===== config.mk =====
export PLATFORM = sky130hd
export DESIGN_NAME = gapu_job_sched
export DESIGN_NICKNAME = d
export VERILOG_FILES = /design/src/rtl/gapu_job_sched.sv
export SDC_FILE = /design/constraint.sdc
export NUM_CORES = 1
export LEC_CHECK = 0
export CAP_MARGIN = 40
export CORE_ASPECT_RATIO = 0.75
export CORE_MARGIN = 2
export CORE_UTILIZATION = 40
export DETAILED_ROUTE_END_ITERATION = 10
export PLACE_DENSITY = 0.83
export SKIP_LAST_GASP = 1
export SLEW_MARGIN = 20
export SYNTH_ARGS = -nofsm -noshare
export SYNTH_HDL_FRONTEND = slang
export SYNTH_SLANG_ARGS = --single-unit

===== constraint.sdc =====
create_clock -name clk -period 4.25 [get_ports clk]
set_input_delay 0.6375 -clock clk [delete_from_list [all_inputs] [get_ports clk]]
set_output_delay 0.6375 -clock clk [all_outputs]
set_load 0.1 [all_outputs]

===== src/rtl/gapu_job_sched.sv =====
// Round-robin job scheduler that time-shares one GAPU geometric-product core between N_REQ requesters.
// Optional run-time watchdog enabled by defining GAPU_SCHED_TIMEOUT_EN.
module gapu_job_sched #(
  parameter int N_REQ       = 4,
  parameter int ADDR_W      = 16,
  parameter int CYC_W       = 16,
  parameter int TIMEOUT_CYC = 2048
) (
  input  logic                    clk,
  input  logic                    rst,
  input  logic [N_REQ-1:0]        req_valid,
  output logic [N_REQ-1:0]        req_ready,
  input  logic [N_REQ*ADDR_W-1:0] req_a_base,
  input  logic [N_REQ*ADDR_W-1:0] req_b_base,
  input  logic [N_REQ*ADDR_W-1:0] req_c_base,
  output logic                    core_start,
  input  logic                    core_busy,
  input  logic                    core_done,
  output logic [ADDR_W-1:0]       core_a_base,
  output logic [ADDR_W-1:0]       core_b_base,
  output logic [ADDR_W-1:0]       core_c_base,
  output logic [N_REQ-1:0]        resp_valid,
  output logic                    resp_err,
  output logic [CYC_W-1:0]        resp_cycles,
  output logic                    sched_busy
);

  localparam int PTR_W = $clog2(N_REQ);

`ifdef GAPU_SCHED_TIMEOUT_EN
  localparam bit TIMEOUT_ON = 1'b1;
`else
  localparam bit TIMEOUT_ON = 1'b0;
`endif
  localparam logic [CYC_W-1:0] TIMEOUT_LIM = CYC_W'(TIMEOUT_CYC);

  typedef enum logic [1:0] {
    S_IDLE,
    S_LAUNCH,
    S_RUN,
    S_RESP
  } state_t;

  state_t           state;
  logic [PTR_W-1:0] rr_ptr;
  logic [PTR_W-1:0] cur_id;
  logic [PTR_W-1:0] win_id;
  logic [PTR_W-1:0] rr_next;
  logic             win_found;
  logic             accept;
  logic [CYC_W-1:0] run_cnt;
  logic [CYC_W-1:0] cnt_next;
  logic             timeout_hit;
  int               scan_idx;

  // Scan upward from rr_ptr, wrapping, and take the first pending requester.
  always_comb begin
    win_found = 1'b0;
    win_id    = '0;
    scan_idx  = 0;
    for (int i = 0; i < N_REQ; i++) begin
      scan_idx = int'(rr_ptr) + i;
      if (scan_idx >= N_REQ) scan_idx = scan_idx - N_REQ;
      if (!win_found && req_valid[scan_idx]) begin
        win_found = 1'b1;
        win_id    = PTR_W'(scan_idx);
      end
    end
  end

  assign accept  = (state == S_IDLE) && !core_busy && win_found;
  assign rr_next = (win_id == PTR_W'(N_REQ - 1)) ? '0 : win_id + 1'b1;

  always_comb begin
    req_ready = '0;
    if (accept && !rst) req_ready[win_id] = 1'b1;
  end

  // Count includes the current RUN cycle, so a done seen here reports it.
  assign cnt_next    = (&run_cnt) ? run_cnt : run_cnt + 1'b1;
  assign timeout_hit = TIMEOUT_ON && (cnt_next == TIMEOUT_LIM);

  always_ff @(posedge clk or posedge rst) begin
    if (rst) begin
      state       <= S_IDLE;
      rr_ptr      <= '0;
      cur_id      <= '0;
      run_cnt     <= '0;
      core_start  <= 1'b0;
      core_a_base <= '0;
      core_b_base <= '0;
      core_c_base <= '0;
      resp_valid  <= '0;
      resp_err    <= 1'b0;
      resp_cycles <= '0;
      sched_busy  <= 1'b0;
    end else begin
      core_start <= 1'b0;
      resp_valid <= '0;
      case (state)
        S_IDLE: begin
          if (accept) begin
            core_a_base <= req_a_base[win_id*ADDR_W +: ADDR_W];
            core_b_base <= req_b_base[win_id*ADDR_W +: ADDR_W];
            core_c_base <= req_c_base[win_id*ADDR_W +: ADDR_W];
            cur_id      <= win_id;
            rr_ptr      <= rr_next;
            core_start  <= 1'b1;
            sched_busy  <= 1'b1;
            state       <= S_LAUNCH;
          end
        end
        S_LAUNCH: begin
          run_cnt <= '0;
          state   <= S_RUN;
        end
        S_RUN: begin
          run_cnt <= cnt_next;
          // A done in the same cycle as the watchdog limit still counts as success.
          if (core_done) begin
            resp_cycles <= cnt_next;
            resp_err    <= 1'b0;
            resp_valid  <= N_REQ'(1) << cur_id;
            state       <= S_RESP;
          end else if (timeout_hit) begin
            resp_cycles <= cnt_next;
            resp_err    <= 1'b1;
            resp_valid  <= N_REQ'(1) << cur_id;
            state       <= S_RESP;
          end
        end
        S_RESP: begin
          sched_busy <= 1'b0;
          state      <= S_IDLE;
        end
        default: state <= S_IDLE;
      endcase
    end
  end

endmodule

==> results of run 1 <==
==> cell families after synthesis <==
logic type,share of synthesized area
flops,0.4518
mux,0.1021
buf+inv,0.04444
xor+xnor,0.01031
other cells,0.0007359
fa+ha+maj,0.01473
compound gates,0.2276
simple gates,0.1483
==> layout by cell type (no fill, tap or decap), types with 8 or more instances in the layout <==
cell type        Yosys  final
nand2_1             41     40
a221oi_1            48     48
o22ai_1             48     48
nor2_1              60     60
buf_8                0     44
clkdlybuf4s50_1      0    269
inv_1                9      8
buf_16               0     28
o21ai_0             11     11
a21oi_1             20     20
mux2i_1             52     52
dfrtp_1             92     92
clkbuf_16            0      9
nand3_1             11     11
o21ai_1             15     15
==> power by group through the flow <==
stage | Clock, mW | Sequential (mW) | Combinational, mW
final | 0.828 | 1.40 | 5.42
after global routing | 0.868 | 1.42 | 5.62
after CTS | 0.836 | 1.39 | 5.39
after detailed placement | 0 | 1.40 | 5.38
after global placement | 0 | 1.38 | 3.99
after floorplan | 0 | 3.24 | 1.10
==> critical path, stage by stage <==
cell and delay (ns):
clkdlybuf4s50_1 0.60, nor2b_1 0.40, nor3_1 0.16, o22ai_4 0.19
nand2_1 0.08, nor3_1 0.34, buf_12 0.23
==> final timing paths <==
kind | slack (ns) | depth (start not counted) | to | start
max reg2reg | 1.91 | 7 | core_a_base[12] | rr_ptr[0]
min reg2reg | 0.48 | 2 | resp_cycles[11] | resp_cycles[11]
max in group asynchronous | 2.20 | 4 | resp_cycles[15] | rst
min in group asynchronous | 0.60 | 2 | core_c_base[5] | rst
max | 0.97 | 7 | req_ready[2] | req_valid[0]
min | 0.48 | 2 | resp_cycles[11] | resp_cycles[11]
==> synth_stat cells (2+ instances only) <==
library cell  count  area [µm²]
nand3_1          11       55.05
nand4_1           5       31.28
a221oi_1         48       420.4
buf_2            16       80.08
mux2i_1          52       520.5
dfrtp_1          92        2302
ha_1              6       75.07
nor4_2            2       25.02
a221o_1           2       20.02
o221ai_1          2       17.52
a21oi_1          20       100.1
xnor2_1           6       52.55
o31ai_1           3       22.52
and2_1            2       12.51
nand2_1          41       153.9
clkbuf_1         25       93.84
nor3_1            7       35.03
nor3_2            3       30.03
o22ai_1          48       300.3
o21ai_1          15       75.07
a211oi_1          3       22.52
o2bb2ai_1         2       17.52
nor2_1           60       225.2
a31oi_1           3       18.77
nor2b_1           5       31.28
nor3b_1           3       22.52
o21ai_0          11       55.05
inv_1             9       33.78
and3_1            7       43.79
inv_2             2       7.510
==> per-layer routing <==
layer	track usage	wire length, µm	part of all wire	vias up
met4	0.1296	928	0.041	0
met3	0.08559	1919	0.085	79
met1	0.3690	7981	0.35	2958
li1	-	-	-	2655
met5	0	0	0	-
met2	0.5742	11740	0.52	399
==> flip-flops by register name, summed over array words and instances (netlist names) <==
signal and count:
core_a_base 16, core_b_base 16, core_c_base 16, core_start 1, cur_id 2, resp_cycles 16, resp_valid 4, rr_ptr 2
run_cnt 16, sched_busy 1, state 2
==> final cells by class <==
type	instances	area [µm²]	share of cell area
clock buffers	12	256.5	0.02636
clock inverters	3	46.29	0.004758
inverters	11	45.04	0.004629
multi-input cells	387	2596	0.2668
flip-flops and latches	92	2302	0.2366
well taps	166	207.7	0.02134
repair buffers	353	4277	0.4395
==> through the flow <==
| step | std cells | total power [mW] | instance area (µm²) |
|---|---|---|---|
| finish | 1024 | 7.645 | 9731 |
| global route | 1024 | 7.915 | 9731 |
| CTS | 1023 | 7.621 | 9703 |
| detailed placement | 1008 | 6.780 | 9400 |
| global placement | 936 | 5.369 | 7976 |
| floorplan | 533 | 4.340 | 5100 |
==> reports/summary.txt, run 1 <==
Outcome: completed
RSZ-0062 raised after global routing: false
Pwr/cell area: 785.7 nW/µm²
Maximum VDD drop: 0.6687 mV
CP startpoint kind: primary input
Synth cell types: 52
Max_cap viols: 0
Site Rows: 35
Flip-flop and latch count after synthesis: 92
Gpl congestion: 0.9218
Final Max Tran Viols: 0
Net Switching: 3.878 mW
Die height: 101.8 µm
# setup viols final: 0
Part of the power in registers: 0.183
Die footprint: 13,670 µm²
Fillers: 715
Postcts setup bufs: 0
Hold slack final: 0.4826 ns
Hold crit path type: reg -> reg
Fin util: 0.7879
Starting Density: 0.4127
Ant diodes: 0
Yosys warnings: 0
Mapped cell area: 5096 µm²
Post-CTS Hold Buffers: 0
Net count after synthesis: 739
Total negative slack: 0 ns
Worst Path Required: 3.61 ns
Setup WS post-layout: 0.9675 ns
Vias: 6,091
Mapped Cells: 533
Minimum clock period: 3.282 ns
DR DRC count: 0
Clock slew at reported path FFs: 0.07 ns
Root Buffer Master: clkbuf_16
CTS max path bufs: 2
First-pass GRT wire length: 33,700 µm
Int Power: 3.767 mW
Switching Fraction: 0.5073
WL per Instance: 22.04 µm
DRT iter0 DRCs: 542
CTS tree: built
Combinational share of power: 0.709
Vias/cell: 5.948
Final hold violations: 0
Grt ovf: 0
Area grow syn2layout: 90.94%
Async SR Flop Fraction: 1.000
CTS buffer count: 9
H-tree Lvls: 3
Vias in the first global route: 6,239
Buffers added on ports: 273
Detail Route Antenna Nets: 0
Setup Slack @ Placement: 0.9571 ns
Fraction of layout cells with a size suffix above 1: 0.1340
Largest net degree at the start of global routing: 60
CTS sink count: 92
Ys flop type: dfrtp_1
Detail Placement HPWL: 17,160 µm
Final period util: 0.7723
Clk_skew: 0.007936 ns
GRT Total Usage: 0.3208
CP arrival: 2.64 ns
Rel. slew slack: 0.4621
Critical-path maximum fanout: 6
Routed WL: 22,570 µm
Placeable Area: 12,350 µm²
Final-stage net count: 1,060
Number of flops mapped to enable cells by yosys: 0
Post-synthesis sequential area ratio: 0.4518
Clock power frac: 0.108
Fmax: 304.6 MHz
Drt first pass iters: 5
Clock Latency Late Sink: 0.34 ns
Die W: 134.3 µm
Leak: 4.098 nW
Crit. End Element: output pin
Mean Syn Cell Area: 9.561 µm²
# IOs: 275
Initial antenna violation count: 0
Worst-Margin Slew: 0.8069 ns
Post-CTS Resized: 0
Crit Path Category: in -> out
Power figures use the tool's default switching activity.
==> run 2, diff against run 1 <==
==> constraint.sdc (replaced) <==
create_clock -name clk -period 3.2 [get_ports clk]
set_input_delay 0.48 -clock clk [delete_from_list [all_inputs] [get_ports clk]]
set_output_delay 0.48 -clock clk [all_outputs]
set_load 0.1 [all_outputs]
==> run 2 against run 1 <==
  * Critical path type unchanged
  * Via count decreased by 8.1%
  * Register-to-register slack got worse by 0.98 ns
  * Utilization decreased by 10 points
  * Sequential power increased by 32%
  * Non-clock buffer count decreased by 51
  * Sequential cell count unchanged
  * Total power increased by 13%
  * Worst setup slack got worse by 0.58 ns
  * Die area unchanged
  * Clock power increased by 44%
  * Sequential share of layout area increased by 3.4 points
==> reports/summary.txt, run 2 (synthesis results as in run 1) <==
CTS sink count: 92 (unchanged)
Outcome: completed (unchanged)
Die W: 134.3 µm (unchanged)
Top cell family by delay on the critical path: buffers and inverters (was simple AND/OR/NAND/NOR gates)
Rel. slew slack: 0.5450 (was 0.4621)
Metal3 WL: 1821 µm (was 1919 µm)
CP peak stage delay: 0.62 ns (was 0.60 ns)
First-pass GRT wire length: 28,610 µm (was 33,700 µm)
Hold crit path type: reg -> reg (unchanged)
Combinational share of power: 0.647 (was 0.709)
Critical path startpoint: req_valid[1] (was req_valid[0])
Clk_skew: 0.004791 ns (was 0.007936 ns)
Buffers added on ports: 273 (unchanged)
Worst-Margin Slew: 0.6824 ns (was 0.8069 ns)
Detail Placement HPWL: 14,260 µm (was 17,160 µm)
Part of the power in registers: 0.215 (was 0.183)
Vias/cell: 5.746 (was 5.948)
Fraction of layout cells with a size suffix above 1: 0.1485 (was 0.1340)
Vias: 5,597 (was 6,091)
Final period util: 0.8787
Critical-path maximum fanout: 6 (unchanged)
Beginning of the worst hold path: resp_cycles[15] (was resp_cycles[11])
WHS Path Cells: 2 (unchanged)
CP arrival: 2.33 ns (was 2.64 ns)
Postcts setup bufs: 0 (unchanged)
Minimum clock period: 2.812 ns
Placeable Area: 12,350 µm² (unchanged)
Int Power: 3.836 mW (was 3.767 mW)
Site Rows: 35 (unchanged)
Area grow syn2layout: 66.68% (was 90.94%)
Crit. End Element: output pin (unchanged)
Die height: 101.8 µm (unchanged)
Most common cell after layout, fill and taps aside: clkdlybuf4s50_1 (unchanged)
Post-route insts no fill: 974 (was 1,024)
Detail Route Antenna Nets: 0 (unchanged)
Clock power frac: 0.139 (was 0.108)
Maximum VDD drop: 0.6845 mV (was 0.6687 mV)
Switching Fraction: 0.5549 (was 0.5073)
Drt first pass iters: 7 (was 5)
CTS tree: built (unchanged)
Root Buffer Master: clkbuf_16 (unchanged)
Vias in the first global route: 5,535 (was 6,239)
Clock Latency Late Sink: 0.34 ns (about the same)
RR Endpoint: core_c_base[15] (was core_a_base[12])
Final-stage net count: 1,009 (was 1,060)
Final hold violations: 0 (unchanged)
Top sig layer: met4 (unchanged)
CP max-delay cell: clkdlybuf4s50_1 (unchanged)
# setup viols final: 0 (unchanged)
GRT Total Usage: 0.2680 (was 0.3208)
Leak: 3.633 nW (was 4.098 nW)
Placed Instances: 958 (was 1,008)
R2R depth: 6 (was 7)
H-tree Lvls: 3 (unchanged)
Crit Path Category: in -> out (unchanged)
# IOs: 275 (unchanged)
Starting Density: 0.4127 (unchanged)
Post-CTS Resized: 0 (unchanged)
WP buf/inv: 3 (was 2)
Commonest cells after routing, fill and taps aside: clkdlybuf4s50_1 (215), dfrtp_1 (92), buf_4 (66) (was clkdlybuf4s50_1 (269), dfrtp_1 (92), nor2_1 (60))
WL met2: 9357 µm (was 11,740 µm)
CTS buffer count: 9 (unchanged)
Final Max Tran Viols: 0 (unchanged)
Clock slew at reported path FFs: 0.06 ns (was 0.07 ns)
Gpl congestion: 0.9014 (was 0.9218)
Worst Path Required: 2.72 ns (was 3.61 ns)
DRT iter0 DRCs: 409 (was 542)
Fmax: 355.6 MHz
Grt ovf: 0 (unchanged)
CTS max path bufs: 2 (unchanged)
Routed WL: 18,930 µm (was 22,570 µm)
Max_cap viols: 0 (unchanged)
RSZ-0062 raised after global routing: false (unchanged)
Largest net degree at the start of global routing: 50 (was 60)
Die footprint: 13,670 µm² (unchanged)
Worst setup path end: req_ready[3] (was req_ready[2])
Net Switching: 4.782 mW (was 3.878 mW)
FF-to-FF Start: rr_ptr[0] (unchanged)
Ant diodes: 0 (unchanged)
Initial antenna violation count: 0 (unchanged)
WL per Instance: 19.44 µm (was 22.04 µm)
DR DRC count: 0 (unchanged)
Pwr/cell area: 1014 nW/µm² (was 785.7 nW/µm²)
CP startpoint kind: primary input (unchanged)
Met1 wire length: 7195 µm (was 7981 µm)
Post-CTS Hold Buffers: 0 (unchanged)
WP depth: 8 (was 7)
Critical-path cell list: clkdlybuf4s50_1, nor2b_1, nor3_1, o22ai_4, inv_2, ha_1, and3_1, buf_12 (was clkdlybuf4s50_1, nor2b_1, nor3_1, o22ai_4, nand2_1, nor3_1, buf_12)
Total negative slack: 0 ns (unchanged)
R2R Setup Slk: 0.93 ns (was 1.91 ns)
[run 2: cell count changes in the layout (fill, tap and decap cells not counted)]
cell	previous run	this run
clkinv_4	1	0
clkbuf_8	2	3
buf_4	7	66
clkdlybuf4s50_1	269	215
nor3_2	3	4
buf_16	28	1
buf_8	44	15
nor3_1	7	6
bufinv_16	1	2
[run 2: cell type report]
cell class              instances  area (µm²)
flip-flops and latches         92        2302
clock buffers                  13       270.3
well taps                     166       207.7
fillers                       918        3855
repair buffers                302        3000
clock inverters                 3       67.56
inverters                      11       45.04
multi-input cells             387        2601
[run 2: power by group through the flow]
stage	logic (mW)	registers [mW]	clock network, mW
final	5.57	1.85	1.19
after global routing	5.82	1.90	1.25
after CTS	5.57	1.84	1.21
after detailed placement	5.56	1.85	0
after global placement	5.25	1.84	0
after floorplan	1.46	4.31	0
[run 2: how the worst min path moves through the flow]
stage | slack [ns] | to
after floorplan | 0.46 | resp_valid[2]
after global placement | 0.46 | resp_cycles[15]
after detailed placement | 0.47 | resp_cycles[15]
after CTS | 0.49 | core_c_base[4]
after global routing | 0.50 | resp_cycles[15]
final | 0.48 | resp_cycles[15]
[run 2: metrics by stage]
stage | instance area [µm²] | hold slack [ns] | setup slack, ns | power, mW | utilization
floorplan | 5105 | 0.4574 | 0.1477 | 5.766 | -
global placement | 7904 | 0.4573 | 0.3974 | 7.094 | 0.6400
detailed placement | 8157 | 0.4709 | 0.2812 | 7.415 | 0.6605
CTS | 8494 | 0.4852 | 0.3949 | 8.623 | 0.6878
global route | 8494 | 0.5010 | 0.2405 | 8.972 | 0.6878
finish | 8494 | 0.4769 | 0.3881 | 8.618 | 0.6878
[run 2: per-layer routing]
| metal | vias up | track usage |
|---|---|---|
| met5 | - | 0 |
| met4 | 0 | 0.1020 |
| met3 | 48 | 0.08909 |
| met2 | 308 | 0.4431 |
| met1 | 2679 | 0.3293 |
| li1 | 2562 | - |
[run 2: tightest hold or removal path: stages, from the launching register on]
cell and delay [ns]:
dfrtp_1 0.34, nand2_1 0.05, nand2_1 0.05
==> run 3, diff against run 2 <==
--- a/config.mk
+++ b/config.mk
@@ -6,7 +6,7 @@
 export NUM_CORES = 1
 export LEC_CHECK = 0
 export CAP_MARGIN = 40
-export CORE_ASPECT_RATIO = 0.75
+export CORE_ASPECT_RATIO = 1.2
 export CORE_MARGIN = 2
 export CORE_UTILIZATION = 40
 export DETAILED_ROUTE_END_ITERATION = 10
==> run 3 against run 2 <==
  * Maximum frequency down 4.4%
  * Clock power fell by 16%
  * Clock skew rose by 0.00077 ns
  * Worst hold slack improved by 0.011 ns
  * Cell area up 3.0%
  * Non-clock buffer count is 17 higher
  * Sequential power barely moved
  * Combinational power is 9.3% higher
  * Routed wire length is 9.0% higher
  * First-iteration DRC count fell by 11%
  * Via count rose by 2.4%
  * Sequential share of layout area shrank 0.78 points
  * Critical path type unchanged
  * Critical endpoint unchanged
  * Largest power group unchanged
  * Highest routed layer unchanged
==> reports/summary.txt, run 3 (synthesis results as in run 1) <==
Combinational share of power: 0.684 (was 0.647)
RR Endpoint: core_b_base[8] (was core_c_base[15])
Leak: 3.725 nW (was 3.633 nW)
Die footprint: 13,660 µm² (was 13,670 µm²)
Detail Placement HPWL: 15,780 µm (was 14,260 µm)
Switching Fraction: 0.5493 (was 0.5549)
Worst-Margin Slew: 0.6980 ns (was 0.6824 ns)
Fmax: 340.0 MHz (was 355.6 MHz)
Starting Density: 0.4059 (was 0.4127)
Placed Instances: 973 (was 958)
Int Power: 4.017 mW (was 3.836 mW)
Buffers added on ports: 273 (unchanged)
Vias/cell: 5.787 (was 5.746)
Crit Path Category: in -> out (unchanged)
Site Rows: 45 (was 35)
Clock slew at reported path FFs: 0.07 ns (was 0.06 ns)
Area occupied by registers: 2302 µm² (unchanged)
Beginning of the worst hold path: resp_cycles[6] (was resp_cycles[15])
CTS buffer count: 9 (unchanged)
GRT Total Usage: 0.2953 (was 0.2680)
Pwr/cell area: 1019 nW/µm² (was 1014 nW/µm²)
CTS tree: built (unchanged)
Vias in the first global route: 5,808 (was 5,535)
Largest net degree at the start of global routing: 56 (was 50)
Placeable Area: 12,560 µm² (was 12,350 µm²)
CP startpoint kind: primary input (unchanged)
Postcts setup bufs: 0 (unchanged)
First-pass GRT wire length: 31,510 µm (was 28,610 µm)
Minimum clock period: 2.941 ns (was 2.812 ns)
Post-CTS Hold Buffers: 0 (unchanged)
Post-route cell area: 8746 µm² (was 8494 µm²)
Final Power: 8.911 mW (was 8.618 mW)
H-tree Lvls: 3 (unchanged)
DR DRC count: 0 (unchanged)
Commonest cells after routing, fill and taps aside: clkdlybuf4s50_1 (227), dfrtp_1 (92), nor2_1 (60) (was clkdlybuf4s50_1 (215), dfrtp_1 (92), buf_4 (66))
Total negative slack: 0 ns (unchanged)
Worst Path Required: 2.72 ns (about the same)
WHS Path Cells: 2 (unchanged)
Max_cap viols: 0 (unchanged)
Fraction of layout cells with a size suffix above 1: 0.1527 (was 0.1485)
Critical-path maximum fanout: 27 (was 6)
RSZ-0062 raised after global routing: false (unchanged)
Part of the power in registers: 0.205 (was 0.215)
Die height: 127.6 µm (was 101.8 µm)
Clk_skew: 0.005563 ns (was 0.004791 ns)
Top cell family by delay on the critical path: simple AND/OR/NAND/NOR gates (was buffers and inverters)
Grt ovf: 0 (unchanged)
CP max-delay cell: clkdlybuf4s50_1 (unchanged)
FF-to-FF Start: rr_ptr[0] (unchanged)
WP buf/inv: 3 (unchanged)
CTS sink count: 92 (unchanged)
Area after DPL: 8464 µm² (was 8157 µm²)
CP arrival: 2.46 ns (was 2.33 ns)
Initial antenna violation count: 1 (was 0)
Crit. End Element: output pin (unchanged)
R2R depth: 6 (unchanged)
Detail Route Antenna Nets: 0 (unchanged)
Final-stage net count: 1,026 (was 1,009)
Gpl congestion: 0.9480 (was 0.9014)
Post-CTS Resized: 0 (unchanged)
Outcome: completed (unchanged)
Die W: 107.0 µm (was 134.3 µm)
CP peak stage delay: 0.54 ns (was 0.62 ns)
Routed WL: 20,640 µm (was 18,930 µm)
R2R Setup Slk: 1.05 ns (was 0.93 ns)
# IOs: 275 (unchanged)
Area grow syn2layout: 71.62% (was 66.68%)
Final Max Tran Viols: 0 (unchanged)
Critical-path cell list: clkdlybuf4s50_1, or4_1, nand3b_1, inv_2, and3_1, buf_12 (was clkdlybuf4s50_1, nor2b_1, nor3_1, o22ai_4, inv_2, ha_1, and3_1, buf_12)
Final period util: 0.9191 (was 0.8787)
DRT iter0 DRCs: 362 (was 409)
Fillers: 920 (was 918)
Root Buffer Master: clkbuf_16 (unchanged)
Net Switching: 4.895 mW (was 4.782 mW)
Hold crit path type: reg -> reg (unchanged)
Drt first pass iters: 5 (was 7)
WL per Instance: 20.85 µm (was 19.44 µm)
Final hold violations: 0 (unchanged)
Vias: 5,729 (was 5,597)
Maximum VDD drop: 0.7895 mV (was 0.6845 mV)
Post-route insts no fill: 990 (was 974)
CTS max path bufs: 2 (unchanged)
Clock power frac: 0.112 (was 0.139)
Rel. slew slack: 0.5347 (was 0.5450)
Hold endpoint: resp_cycles[6] (was resp_cycles[15])
Most common cell after layout, fill and taps aside: clkdlybuf4s50_1 (unchanged)
# setup viols final: 0 (unchanged)
Clock Latency Late Sink: 0.34 ns (about the same)
Area of the multi-input gates: 2601 µm² (unchanged)
## run 3: cell count changes in the layout (fill, tap and decap cells not counted), sizes merged
cell and delta:
buf +5, bufinv -2, clkbuf -4, clkinv +1, clkdlybuf4s50 +12, diode +1, clkinvlp +5
## run 3: per-layer routing
layer	GRT usage	up-vias	wire length (µm)
met2	0.5134	300	10450
met4	0.1085	0	708
met1	0.3634	2784	7923
met5	0	-	0
met3	0.05459	55	1559
li1	-	2590	-
## run 3: final cells by class
| class | count | share of cell area |
|---|---|---|
| flip-flops and latches | 92 | 0.2632 |
| inverters | 11 | 0.005150 |
| multi-input cells | 387 | 0.2974 |
| diodes | 1 | 0.0002861 |
| repair buffers | 319 | 0.3785 |
| clock buffers | 9 | 0.02575 |
| clock inverters | 7 | 0.006152 |
| well taps | 164 | 0.02346 |
## run 3: how the worst max path moves through the flow
stage / start / to / slack [ns] / depth (start not counted)
after global routing: req_valid[1] / req_ready[3] / 0.16 / 6
final: req_valid[1] / req_ready[3] / 0.26 / 6
after global placement: req_valid[1] / req_ready[3] / 0.33 / 6
after floorplan: rst / req_ready[0] / 0.15 / 2
after CTS: req_valid[1] / req_ready[3] / 0.27 / 6
after detailed placement: req_valid[1] / req_ready[3] / 0.27 / 6
## run 3: tightest hold or removal path, cell delays in order (launching register included)
cell     delay (ns)
dfrtp_1        0.35
nand2_1        0.05
o21ai_1        0.06
## run 3: power by group through the flow
stage                     clock network [mW]  registers, mW  logic, mW
after detailed placement                   0           1.84       6.08
after floorplan                            0           4.31       1.46
after CTS                               1.01           1.82       6.09
after global placement                     0           1.81       5.36
final                                  0.995           1.82       6.09
after global routing                    1.06           1.87       6.34
## run 3: through the flow
step	util	setup WS (ns)	hold WS, ns
after global routing	0.6964	0.1560	0.5273
after detailed placement	0.6741	0.2682	0.4674
after CTS	0.6964	0.2697	0.4899
after floorplan	-	0.1477	0.4574
after global placement	0.6357	0.3274	0.4646
final	0.6966	0.2589	0.4876
